## src/rtl/bus_pkg.sv

```systemverilog
// Shared definitions for the tristate data bus: default sizes and the driver-enable decode.
package bus_pkg;

  localparam int WIDTH = 16;
  localparam int NSRC  = 4;
  localparam int DEPTH = 4;
  localparam int SRCW  = $clog2(NSRC);

  typedef struct packed {
    logic            valid;
    logic [SRCW-1:0] idx;
  } onehot_t;

  // valid is set only when exactly one enable is high; idx is then that enable's position
  function automatic onehot_t onehot_idx(input logic [NSRC-1:0] en);
    onehot_t r;
    int      cnt;
    r.valid = 1'b0;
    r.idx   = {SRCW{1'b0}};
    cnt     = 0;
    for (int i = 0; i < NSRC; i++) begin
      if (en[i]) begin
        cnt   = cnt + 1;
        r.idx = SRCW'(i);
      end else begin
        cnt   = cnt;
      end
    end
    r.valid = (cnt == 1);
    return r;
  endfunction

endpackage

```

## src/rtl/capture_fifo.sv

```systemverilog
// Generic synchronous FIFO; a push into a full FIFO is taken only alongside a pop.
module capture_fifo #(
  parameter  int DEPTH = 4,
  parameter  int DW    = 18,
  localparam int AW    = $clog2(DEPTH),
  localparam int LW    = AW + 1
) (
  input  logic          clk,
  input  logic          rst_n,
  input  logic          push,
  input  logic          pop,
  input  logic [DW-1:0] wdata,
  output logic [DW-1:0] rdata,
  output logic          full,
  output logic          empty,
  output logic [LW-1:0] level
);

  logic [DW-1:0] mem_r [DEPTH];
  logic [AW-1:0] wr_ptr_r;
  logic [AW-1:0] rd_ptr_r;
  logic [LW-1:0] level_r;
  logic          push_ok_s;
  logic          pop_ok_s;

  // Qualify requests: pops need data, pushes need room or a simultaneous pop
  always_comb begin
    pop_ok_s  = pop & (level_r != {LW{1'b0}});
    push_ok_s = push & ((level_r != LW'(DEPTH)) | pop_ok_s);
  end

  // Storage, pointers and occupancy; pointers wrap naturally at DEPTH
  always_ff @(posedge clk or negedge rst_n) begin
    if (!rst_n) begin
      for (int i = 0; i < DEPTH; i++) begin
        mem_r[i] <= {DW{1'b0}};
      end
      wr_ptr_r <= {AW{1'b0}};
      rd_ptr_r <= {AW{1'b0}};
      level_r  <= {LW{1'b0}};
    end else begin
      if (push_ok_s) begin
        mem_r[wr_ptr_r] <= wdata;
        wr_ptr_r        <= wr_ptr_r + AW'(1);
      end
      if (pop_ok_s) begin
        rd_ptr_r <= rd_ptr_r + AW'(1);
      end
      case ({push_ok_s, pop_ok_s})
        2'b10:   level_r <= level_r + LW'(1);
        2'b01:   level_r <= level_r - LW'(1);
        default: level_r <= level_r;
      endcase
    end
  end

  assign rdata = mem_r[rd_ptr_r];
  assign full  = (level_r == LW'(DEPTH));
  assign empty = (level_r == {LW{1'b0}});
  assign level = level_r;

endmodule

```

## src/rtl/bus_capture.sv

```systemverilog
// Receiving end of the shared tristate bus: captures single-driver words with their source
// index into a FIFO and keeps sticky contention/overflow flags.
module bus_capture #(
  parameter  int WIDTH = bus_pkg::WIDTH,
  parameter  int NSRC  = bus_pkg::NSRC,
  parameter  int DEPTH = bus_pkg::DEPTH,
  localparam int SRCW  = $clog2(NSRC),
  localparam int LW    = $clog2(DEPTH) + 1
) (
  input  logic             clk,
  input  logic             rst_n,
  input  logic [WIDTH-1:0] bus_in,
  input  logic [NSRC-1:0]  drv_en,
  input  logic             cap_en,
  output logic [WIDTH-1:0] out_data,
  output logic [SRCW-1:0]  out_src,
  output logic             out_valid,
  input  logic             out_ready,
  output logic [LW-1:0]    level,
  output logic             contention,
  output logic             overflow,
  input  logic             err_clr
);

  import bus_pkg::*;

  onehot_t               dec_s;
  logic                  cap_s;
  logic                  multi_s;
  logic                  pop_req_s;
  logic                  drop_s;
  logic                  full_s;
  logic                  empty_s;
  logic [SRCW+WIDTH-1:0] head_s;
  logic                  contention_r;
  logic                  overflow_r;

  // Classify this edge's bus state; a floating bus (no enable) is silently ignored
  always_comb begin
    dec_s     = onehot_idx(drv_en);
    cap_s     = cap_en & dec_s.valid;
    multi_s   = cap_en & (|drv_en) & ~dec_s.valid;
    pop_req_s = ~empty_s & out_ready;
    drop_s    = cap_s & full_s & ~pop_req_s;
  end

  capture_fifo #(
    .DEPTH (DEPTH),
    .DW    (SRCW + WIDTH)
  ) u_fifo (
    .clk   (clk),
    .rst_n (rst_n),
    .push  (cap_s),
    .pop   (out_ready),
    .wdata ({dec_s.idx, bus_in}),
    .rdata (head_s),
    .full  (full_s),
    .empty (empty_s),
    .level (level)
  );

  // Sticky error flags; a new event on the clearing edge wins over the clear
  always_ff @(posedge clk or negedge rst_n) begin
    if (!rst_n) begin
      contention_r <= 1'b0;
      overflow_r   <= 1'b0;
    end else begin
      if (multi_s) begin
        contention_r <= 1'b1;
      end else if (err_clr) begin
        contention_r <= 1'b0;
      end
      if (drop_s) begin
        overflow_r <= 1'b1;
      end else if (err_clr) begin
        overflow_r <= 1'b0;
      end
    end
  end

  assign out_data   = head_s[WIDTH-1:0];
  assign out_src    = head_s[SRCW+WIDTH-1:WIDTH];
  assign out_valid  = ~empty_s;
  assign contention = contention_r;
  assign overflow   = overflow_r;

endmodule

```

## config.mk

```make
export PLATFORM = sky130hd
export DESIGN_NAME = bus_capture
export DESIGN_NICKNAME = d
export VERILOG_FILES = /design/src/rtl/bus_pkg.sv /design/src/rtl/capture_fifo.sv /design/src/rtl/bus_capture.sv
export SDC_FILE = /design/constraint.sdc
export NUM_CORES = 1
export LEC_CHECK = 0
export ABC_CLOCK_PERIOD_IN_PS = 2700
export CAP_MARGIN = 40
export CORE_AREA = 2 2 88 90
export CTS_BUF_LIST = sky130_fd_sc_hd__clkbuf_16
export CTS_CLUSTER_DIAMETER = 100
export DETAILED_ROUTE_END_ITERATION = 10
export DIE_AREA = 0 0 90 92
export PLACE_DENSITY = 0.83
export REMOVE_ABC_BUFFERS = 1
export SLEW_MARGIN = 25
export SYNTH_ARGS = -nofsm -noshare
export SYNTH_HDL_FRONTEND = slang
export SYNTH_SLANG_ARGS = --single-unit
export TNS_END_PERCENT = 10
```

## constraint.sdc

```tcl
create_clock -name clk -period 2.7 [get_ports clk]
set_input_delay 0.54 -clock clk [delete_from_list [all_inputs] [get_ports clk]]
set_output_delay 0.54 -clock clk [all_outputs]
set_load 0.005 [all_outputs]
```

==> results.yml, run 1 <==
outcome:
  status: "finished with violations"
  violations: "setup timing"
floorplanning:
  io_pins: 49
  core_area_mm2: 0.00745
  rows: 32
  die_y_um: 92
  start_util: 0.543
  dieArea_mm2: 0.00828
  die_x_um: 90
worst_setup_path:
  path_cells: "buf_8, inv_4, ha_4, inv_2, mux2_4, ha_4, and4b_1, or4_4, and4_4, inv_2, ha_4, inv_2, fa_2, xor2_1, nor2_1, xor2_1"
  crit_path_max_fanout: 2
  crit_path_end_kind: "register"
  cpMaxStageDelayCell: "or4_4"
  start_kind: "primary input"
  worstSetupPathType: "primary input to register"
  cpPeakStageDelay_ns: 0.51
  cp.required_ns: 2.96
  crit_arrival_ns: 3.21
timing:
  rsz0062_at_grt: "true"
  tightest_slew_ns: 0.475
  drv_slew: 0
  setup_viol: 2
  finalCritPeriodShare: 1.09
  final_hold_viol_count: 0
  fin_ws_ns: -0.249
  slew_headroom: 0.683
  finalCriticalPeriod_ns: 2.95
  fin_skew_ns: 0.00509
  clock.fmax_ghz: 0.339
logic_synthesis:
  postSynthAreaPerCell_um2: 16.8
  ys_seq_area_frac: 0.501
  synth_area_mm2: 0.00404
  synth_seq_cells: 81
  ys_warn_count: 0
  synth_top_area_share: 0.501
  synth_cell_types: 32
  synth_top_area_cell: "dfrtp_1"
  syn_inst: 241
  netlist_top_cells_area: "dfrtp_1, mux2_4, mux4_2"
layout:
  layout_commonest_cell: "dfrtp_1"
  final_core_util: 0.705
  area_growth_pct: 29.9
  most-common-layout-cells: "dfrtp_1, clkdlybuf4s50_1, mux2_4, mux2_2, buf_4"
  nets: 354
  layout-drive-gt1-share: 0.502
  n_fill_cell: 494
  fin_area_mm2: 0.00525
  diodes: 0
power:
  power.total_mw: 5.80
  p_leak_nw: 2.44
  peakVddDrop_mv: 0.573
  cellPowerDensity_mw_per_mm2: 1110
detailed_routing:
  drc: 0
  vias: 2321
  wl_per_cell_um: 18.3
  totalWireLength_um: 7830
  ant_nets: 0
  drt_iter0_markers: 54
  viasPerCell: 5.44
  drtPass1Iterations: 4
grt:
  grt_pass1_wl_um: 13300
  first_global_vias: 2606
  grt_overflow: 0
  grt_usage: 0.209
  antenna_found_initial: 0
  grt_max_degree: 47
clocking:
  cts_root_buffer: "clkbuf_16"
  numCtsBuffers: 9
  ctsHoldBuffers: 0
  max-clock-path-buffers: 2
  tritoncts: "built"
  clk_pin_slew_worst_paths_ns: 0.06
  htreeDepth: 3
  clkLatencyLatePin_ns: 0.33
  clock-sinks: 81
placement:
  place_area_mm2: 0.00485
  dp_hpwl_um: 5280
  gp_congestion: 0.739
  portBuffers: 48
min_path:
  min_path_type: "primary input to asynchronous set/reset pin"
flow_run:
  cap_violations: 0
[synth_stat cells]
master / instances
and2_2: 1
fa_1: 1
nor4b_1: 2
o21bai_1: 1
nor2_1: 1
buf_12: 4
and2_1: 1
nand2_1: 3
mux2_2: 33
xor2_1: 4
o22ai_1: 2
or2_2: 1
buf_2: 1
ha_1: 8
dfrtp_1: 81
inv_1: 11
xnor2_4: 1
mux2_4: 41
o21ai_0: 2
and3_2: 4
xnor2_1: 3
or3_1: 1
nand3_4: 4
or4_4: 1
or4b_1: 1
buf_6: 2
and4bb_1: 1
and4b_1: 1
and4_4: 1
nand3_1: 2
mux4_2: 18
clkbuf_1: 3
[per-layer routing]
layer / wire [um] / GRT usage / vias to the layer above / share of wire
li1: - / - / 1051 / -
met1: 3410 / 0.268 / 1203 / 0.44
met2: 4010 / 0.347 / 55 / 0.51
met3: 300 / 0.0542 / 12 / 0.038
met4: 110 / 0.0731 / 0 / 0.014
met5: 0 / 0 / - / 0
[area by class of cell]
class | count | area [um2] | share of cell area
inverters | 11 | 48.8 | 0.00929
clock buffers | 9 | 225 | 0.0429
clock inverters | 7 | 61.3 | 0.0117
well taps | 102 | 128 | 0.0243
multi-input cells | 139 | 1910 | 0.363
flip-flops and latches | 81 | 2030 | 0.386
repair buffers | 78 | 855 | 0.163
[worst max-delay path: cells and delay by family]
family	cells	cell delay, ns
xor gates and xnor gates	2	0.28
buffers and inverters	5	0.28
adders and majority gates	4	0.83
muxes	1	0.26
and+or+nand+nor	4	1.00
[sequential cells by signal, indices dropped and copies added (netlist names)]
name	flops
u_fifo.mem_r	72
u_fifo.level	3
overflow	1
u_fifo.rd_ptr_r	2
contention	1
u_fifo.wr_ptr_r	2
[report_power, final]
group          leakage [nW]  internal [mW]  switching (mW)
Sequential             1.00           1.79           0.349
Combinational          1.30           1.72           0.757
Clock                 0.144          0.706           0.478
Total                  2.44           4.22            1.58
[final timing paths]
path / from / end / slack [ns] / cells past startpoint
min: rst_n / u_fifo.mem_r[68] / 0.16 / 1
min in group clk: u_fifo.mem_r[24] / u_fifo.mem_r[24] / 0.50 / 1
max in group asynchronous: rst_n / u_fifo.mem_r[71] / 1.94 / 2
max: drv_en[0] / u_fifo.level[2] / -0.25 / 16
min reg2reg: u_fifo.mem_r[24] / u_fifo.mem_r[24] / 0.50 / 1
max reg2reg: u_fifo.level[1] / u_fifo.level[2] / 0.48 / 9
[metrics by stage]
step	instances	TNS (ns)	hold WS, ns	setup WS, ns
3_3_place_gp	406	-52.26	0.481	-1.07
5_1_grt	427	-0.589	0.193	-0.352
4_1_cts	425	-0.333	0.170	-0.260
6_report	427	-0.380	0.162	-0.249
2_1_floorplan	231	-9.54	0.244	-0.713
3_5_place_dp	406	-56.80	0.488	-1.20
[logic make-up (layout without fill, tap and decap cells)]
logic type,after synthesis,count (layout),synth area share
compound gates,5,5,0.00743
xor+xnor,8,8,0.0220
fa+ha+maj,9,9,0.0297
buf+inv,21,105,0.0396
flops,81,81,0.501
mux,92,92,0.344
simple gates,25,25,0.0554
[repair_timing]
| item | CTS | global route |
|---|---|---|
| resized for setup | 27 | 5 |
| pin swaps | 8 | 6 |
| setup buffers | 3 | 2 |
| endpoints found under the setup margin | 77 | 2 |
Power figures use the tool's default switching activity.
==> inputs of run 2 (changes only) <==
--- a/config.mk
+++ b/config.mk
@@ -5,16 +5,15 @@
 export SDC_FILE = /design/constraint.sdc
 export NUM_CORES = 1
 export LEC_CHECK = 0
-export ABC_CLOCK_PERIOD_IN_PS = 2700
+export ABC_CLOCK_PERIOD_IN_PS = 3800
 export CAP_MARGIN = 40
-export CORE_AREA = 2 2 88 90
+export CORE_AREA = 3 3 87 89
 export CTS_BUF_LIST = sky130_fd_sc_hd__clkbuf_16
 export CTS_CLUSTER_DIAMETER = 100
 export DETAILED_ROUTE_END_ITERATION = 10
 export DIE_AREA = 0 0 90 92
-export PLACE_DENSITY = 0.83
+export PLACE_DENSITY = 0.87
 export REMOVE_ABC_BUFFERS = 1
-export SLEW_MARGIN = 25
 export SYNTH_ARGS = -nofsm -noshare
 export SYNTH_HDL_FRONTEND = slang
 export SYNTH_SLANG_ARGS = --single-unit
==> constraint.sdc (replaced) <==
create_clock -name clk -period 3.8 [get_ports clk]
set_input_delay 0.76 -clock clk [delete_from_list [all_inputs] [get_ports clk]]
set_output_delay 0.76 -clock clk [all_outputs]
set_load 0.005 [all_outputs]
==> run 2 against run 1 <==
The flow now finishes without violations. Critical path depth shrank 3. Largest power group unchanged. Critical endpoint unchanged. Count of clock-buffer cells in the layout is the same. Worst setup slack gained 0.50 ns.
==> results.yml, run 2 (synthesized netlist as in run 1, its figures left out) <==
outcome:
  status: "complete, no violations"
timing:
  finalCritPeriodShare: 0.933
  fin_ws_ns: 0.253
  finalCriticalPeriod_ns: 3.55
  clock.fmax_ghz: 0.282
  setup_viol: 0
  fin_skew_ns: 0.00701
  slew_headroom: 0.645
  final_hold_viol_count: 0
  drv_slew: 0
  rsz0062_at_grt: "false"
  tightest_slew_ns: 0.533
worst_setup_path:
  worstSetupPathType: "primary input to register"
  path_cells: "clkdlybuf4s50_1, mux2_2, ha_1, and4b_1, or4_4, and4_4, inv_1, ha_2, inv_1, fa_2, xor2_1, nor2_1, xor2_1"
  ff2ff_path_depth: 9
  crit_arrival_ns: 3.80
  cp.required_ns: 4.05
  crit_path_end_kind: "register"
  cpMaxStageDelayCell: "or4_4"
  crit_path_max_fanout: 2
  start_kind: "primary input"
  regToRegStartpoint: "u_fifo.level[1]"
  ff2ff_setup_slack_ns: 1.40
  r2r-end: "u_fifo.level[2]"
  cpPeakStageDelay_ns: 0.51
floorplanning:
  io_pins: 49
  start_util: 0.592
  die_y_um: 92
  core_area_mm2: 0.00683
  die_x_um: 90
  rows: 30
  dieArea_mm2: 0.00828
grt:
  antenna_found_initial: 0
  grt_overflow: 0
  grt_usage: 0.204
  grt_pass1_wl_um: 13100
  first_global_vias: 2545
  grt_max_degree: 51
flow_run:
  cap_violations: 0
clocking:
  max-clock-path-buffers: 2
  cts_root_buffer: "clkbuf_16"
  htreeDepth: 3
  clock-sinks: 81
  cts_setup_buffers: 0
  post_cts_resized: 0
  tritoncts: "built"
  clkLatencyLatePin_ns: 0.33
  ctsHoldBuffers: 0
  clk_pin_slew_worst_paths_ns: 0.06
  numCtsBuffers: 9
placement:
  portBuffers: 48
  dp_hpwl_um: 4870
  pre_cts_ws_ns: -0.286
  gp_congestion: 0.672
  place_area_mm2: 0.00467
detailed_routing:
  drtPass1Iterations: 4
  viasPerCell: 5.55
  wl_per_cell_um: 18.6
  vias: 2243
  totalWireLength_um: 7530
  drc: 0
  ant_nets: 0
  drt_iter0_markers: 92
power:
  p_leak_nw: 2.32
  cellPowerDensity_mw_per_mm2: 818
  peakVddDrop_mv: 0.418
layout:
  most-common-layout-cells: "dfrtp_1, clkdlybuf4s50_1, mux2_4, mux2_2, mux4_2"
  n_fill_cell: 436
  diodes: 0
  area_growth_pct: 23.4
  largest_reg_flops: 72
  fin_area_mm2: 0.00499
  top_register: "u_fifo.mem_r"
  nets: 337
  regArea_mm2: 0.00203
  layout-drive-gt1-share: 0.448
  multiInputGateArea_mm2: 0.00187
  final_core_util: 0.730
  layout_commonest_cell: "dfrtp_1"
min_path:
  min_path_type: "primary input to asynchronous set/reset pin"
==> run 2: worst max-delay path by stage <==
stage | to | slack [ns] | start | cells past startpoint
final | u_fifo.level[2] | 0.25 | drv_en[2] | 13
after global routing | u_fifo.level[2] | 0.08 | drv_en[2] | 13
after CTS | u_fifo.level[2] | 0.06 | drv_en[1] | 15
after detailed placement | u_fifo.level[2] | -0.29 | drv_en[1] | 15
after global placement | u_fifo.level[2] | -0.18 | drv_en[0] | 15
after floorplan | u_fifo.level[2] | 0.17 | drv_en[0] | 14
==> run 2: where the power goes <==
group / total [mW] / switching, mW / internal [mW] / leakage, nW
Clock: 0.856 / 0.349 / 0.508 / 0.137
Combinational: 1.69 / 0.513 / 1.17 / 1.18
Sequential: 1.54 / 0.264 / 1.27 / 1.00
==> run 2: final cells by class <==
type                            count  area share
Sequential cell                    81       0.406
Inverter                           11     0.00827
Multi-Input combinational cell    139       0.375
Timing Repair Buffer               61       0.127
Clock buffer                        9      0.0451
Tap cell                           96      0.0241
Clock inverter                      7      0.0140
==> run 2: per-layer routing <==
metal  track usage  share of wire
met4        0.0612          0.011
met5             0              0
met2         0.346           0.52
met1         0.255           0.42
met3        0.0607          0.048
==> run 2: worst max-delay path: cells and delay by family <==
family        cells  cell delay (ns)
simple gates      4             1.02
fa+ha+maj         3             0.78
buf+inv           3             0.59
mux               1             0.35
xor+xnor          2             0.29
==> run 2: per-stage QoR <==
step	setup TNS (ns)	hold slack, ns	cells	power, mW
floorplan	0	0.464	231	2.50
global placement	-0.185	0.482	386	3.13
detailed placement	-0.364	0.488	388	3.23
CTS	0	0.366	404	4.12
global route	0	0.382	404	4.33
finish	0	0.364	404	4.08
==> inputs of run 3 (changes only) <==
--- a/config.mk
+++ b/config.mk
@@ -6,12 +6,11 @@
 export NUM_CORES = 1
 export LEC_CHECK = 0
 export ABC_CLOCK_PERIOD_IN_PS = 3800
-export CAP_MARGIN = 40
-export CORE_AREA = 3 3 87 89
+export CORE_AREA = 2 2 86 88
 export CTS_BUF_LIST = sky130_fd_sc_hd__clkbuf_16
 export CTS_CLUSTER_DIAMETER = 100
 export DETAILED_ROUTE_END_ITERATION = 10
-export DIE_AREA = 0 0 90 92
+export DIE_AREA = 0 0 88 90
 export PLACE_DENSITY = 0.87
 export REMOVE_ABC_BUFFERS = 1
 export SYNTH_ARGS = -nofsm -noshare
==> run 3 against run 2 <==
Sequential cell count unchanged. First-iteration DRC count is 12% higher. Critical path type unchanged. Count of clock-buffer cells in the layout stayed put. Largest power group unchanged.
==> results.yml, run 3 (synthesized netlist as in run 1, its figures left out) <==
grt:
  grt_overflow: 0
  grt_usage: 0.208
  grt_max_degree: 82
  first_global_vias: 2413
  grt_pass1_wl_um: 12400
  antenna_found_initial: 0
layout:
  most-common-layout-cells: "dfrtp_1, clkdlybuf4s50_1, mux2_4, mux2_2, mux4_2"
  n_fill_cell: 482
  layout-drive-gt1-share: 0.436
  layoutNonFillerInstCount: 404
  nets: 334
  layout_commonest_cell: "dfrtp_1"
  top_register: "u_fifo.mem_r"
  area_growth_pct: 22.2
  diodes: 0
  largest_reg_flops: 72
power:
  comb_power_share: 0.396
  intPower_mw: 3.00
  peakVddDrop_mv: 0.364
  p_leak_nw: 2.30
  seqPwrFrac: 0.385
  p_sw_mw: 1.09
  power.share.clock: 0.219
  switching_share: 0.266
  cellPowerDensity_mw_per_mm2: 827
  power.total_mw: 4.09
floorplanning:
  dieArea_mm2: 0.00792
  die_x_um: 88
  rows: 31
  io_pins: 49
  core_area_mm2: 0.00702
  start_util: 0.576
  die_y_um: 90
detailed_routing:
  drt_iter0_markers: 103
  wl_per_cell_um: 18.2
  drtPass1Iterations: 4
  viasPerCell: 5.51
  totalWireLength_um: 7340
  ant_nets: 0
  drc: 0
  vias: 2226
clocking:
  tritoncts: "built"
  htreeDepth: 3
  ctsHoldBuffers: 0
  clock-sinks: 81
  numCtsBuffers: 9
  max-clock-path-buffers: 2
  clkLatencyLatePin_ns: 0.33
  clk_pin_slew_worst_paths_ns: 0.06
  cts_root_buffer: "clkbuf_16"
worst_setup_path:
  ff2ff_path_depth: 9
  regToRegStartpoint: "u_fifo.level[1]"
  ff2ff_setup_slack_ns: 1.38
  path_cells: "clkdlybuf4s50_1, mux2_4, ha_4, and4b_1, or4_4, and4_4, inv_1, ha_2, inv_1, fa_2, xor2_1, nor2_1, xor2_1"
  cpPeakStageDelay_ns: 0.51
  crit_path_end_kind: "register"
  crit_arrival_ns: 3.77
  worstSetupPathType: "primary input to register"
  start_kind: "primary input"
  r2r-end: "u_fifo.level[2]"
  cpMaxStageDelayCell: "or4_4"
  cp.required_ns: 4.06
  crit_path_max_fanout: 2
placement:
  dp_hpwl_um: 4520
  gp_congestion: 0.719
  pre_cts_ws_ns: -0.279
  dp_cells: 387
  portBuffers: 48
timing:
  rsz0062_at_grt: "false"
  tightest_slew_ns: 1.01
  timing.setup.tns_ns: 0
  finalCritPeriodShare: 0.924
  finalHoldWorstSlack_ns: 0.499
  drv_slew: 0
  slew_headroom: 0.328
  clock.fmax_ghz: 0.285
  fin_ws_ns: 0.290
  fin_skew_ns: 0.00439
  finalCriticalPeriod_ns: 3.51
  final_hold_viol_count: 0
  setup_viol: 0
outcome:
  status: "complete, no violations"
min_path:
  worstHoldEndpoint: "u_fifo.mem_r[20]"
  min_path_type: "register to register"
  hp-start: "u_fifo.mem_r[20]"
  worst_hold_path.num_cells: 1
flow_run:
  cap_violations: 0
==> run 3: cell count changes in the layout (fill, tap and decap cells not counted) <==
cell | previous run | this run
inv_1 | 9 | 12
buf_12 | 2 | 0
inv_2 | 2 | 0
buf_16 | 1 | 0
buf_4 | 10 | 11
buf_8 | 1 | 0
bufinv_16 | 1 | 2
clkinv_4 | 1 | 0
ha_1 | 6 | 5
ha_2 | 1 | 2
inv_6 | 1 | 0
mux2_2 | 33 | 32
mux2_4 | 41 | 42
==> run 3: critical path, delay by kind of cell <==
| kind | cells | cell delay (ns) |
|---|---|---|
| fa+ha+maj | 3 | 0.76 |
| buf+inv | 3 | 0.60 |
| mux | 1 | 0.33 |
| simple gates | 4 | 1.01 |
| xor+xnor | 2 | 0.29 |
==> run 3: power groups by stage <==
stage               Combinational, mW  Sequential, mW  Clock, mW
floorplan                       0.997            1.50          0
global placement                 1.57            1.55          0
detailed placement               1.62            1.57          0
CTS                              1.64            1.57      0.910
global route                     1.75            1.63      0.949
finish                           1.62            1.57      0.896
==> run 3: worst max path at each step <==
stage / startpoint / endpoint / slack, ns / cells past startpoint
6_report: drv_en[2] / u_fifo.level[2] / 0.29 / 13
3_5_place_dp: drv_en[0] / u_fifo.level[2] / -0.28 / 15
5_1_grt: drv_en[2] / u_fifo.level[2] / 0.13 / 13
2_1_floorplan: drv_en[0] / u_fifo.level[2] / 0.17 / 14
4_1_cts: drv_en[0] / u_fifo.level[2] / 0.06 / 15
3_3_place_gp: drv_en[0] / u_fifo.level[2] / -0.18 / 15
==> run 3: layout make-up <==
type / instances / area [um2] / share of cell area
repair buffers: 58 / 558 / 0.113
multi-input cells: 139 / 1880 / 0.380
flip-flops and latches: 81 / 2030 / 0.410
well taps: 99 / 124 / 0.0251
clock buffers: 9 / 225 / 0.0456
clock inverters: 7 / 86.3 / 0.0175
inverters: 11 / 41.3 / 0.00836
==> run 3: metal layers <==
metal  global-route usage  routed length (um)
met3               0.0533                 232
met2                0.329                3840
met5                    0                   0
met4               0.0667                 123
met1                0.283                3150
==> run 3: repair_timing <==
action,4_1_cts,5_1_grt
resized for setup,0,7
hold endpoints to repair,0,0
endpoints found under the setup margin,0,1
setup buffers,0,1
==> run 3: per-stage QoR <==
| stage | area [um2] | util |
|---|---|---|
| floorplan | 3920 | - |
| global placement | 4590 | 0.654 |
| detailed placement | 4590 | 0.654 |
| CTS | 4900 | 0.699 |
| global route | 4940 | 0.704 |
| finish | 4940 | 0.704 |
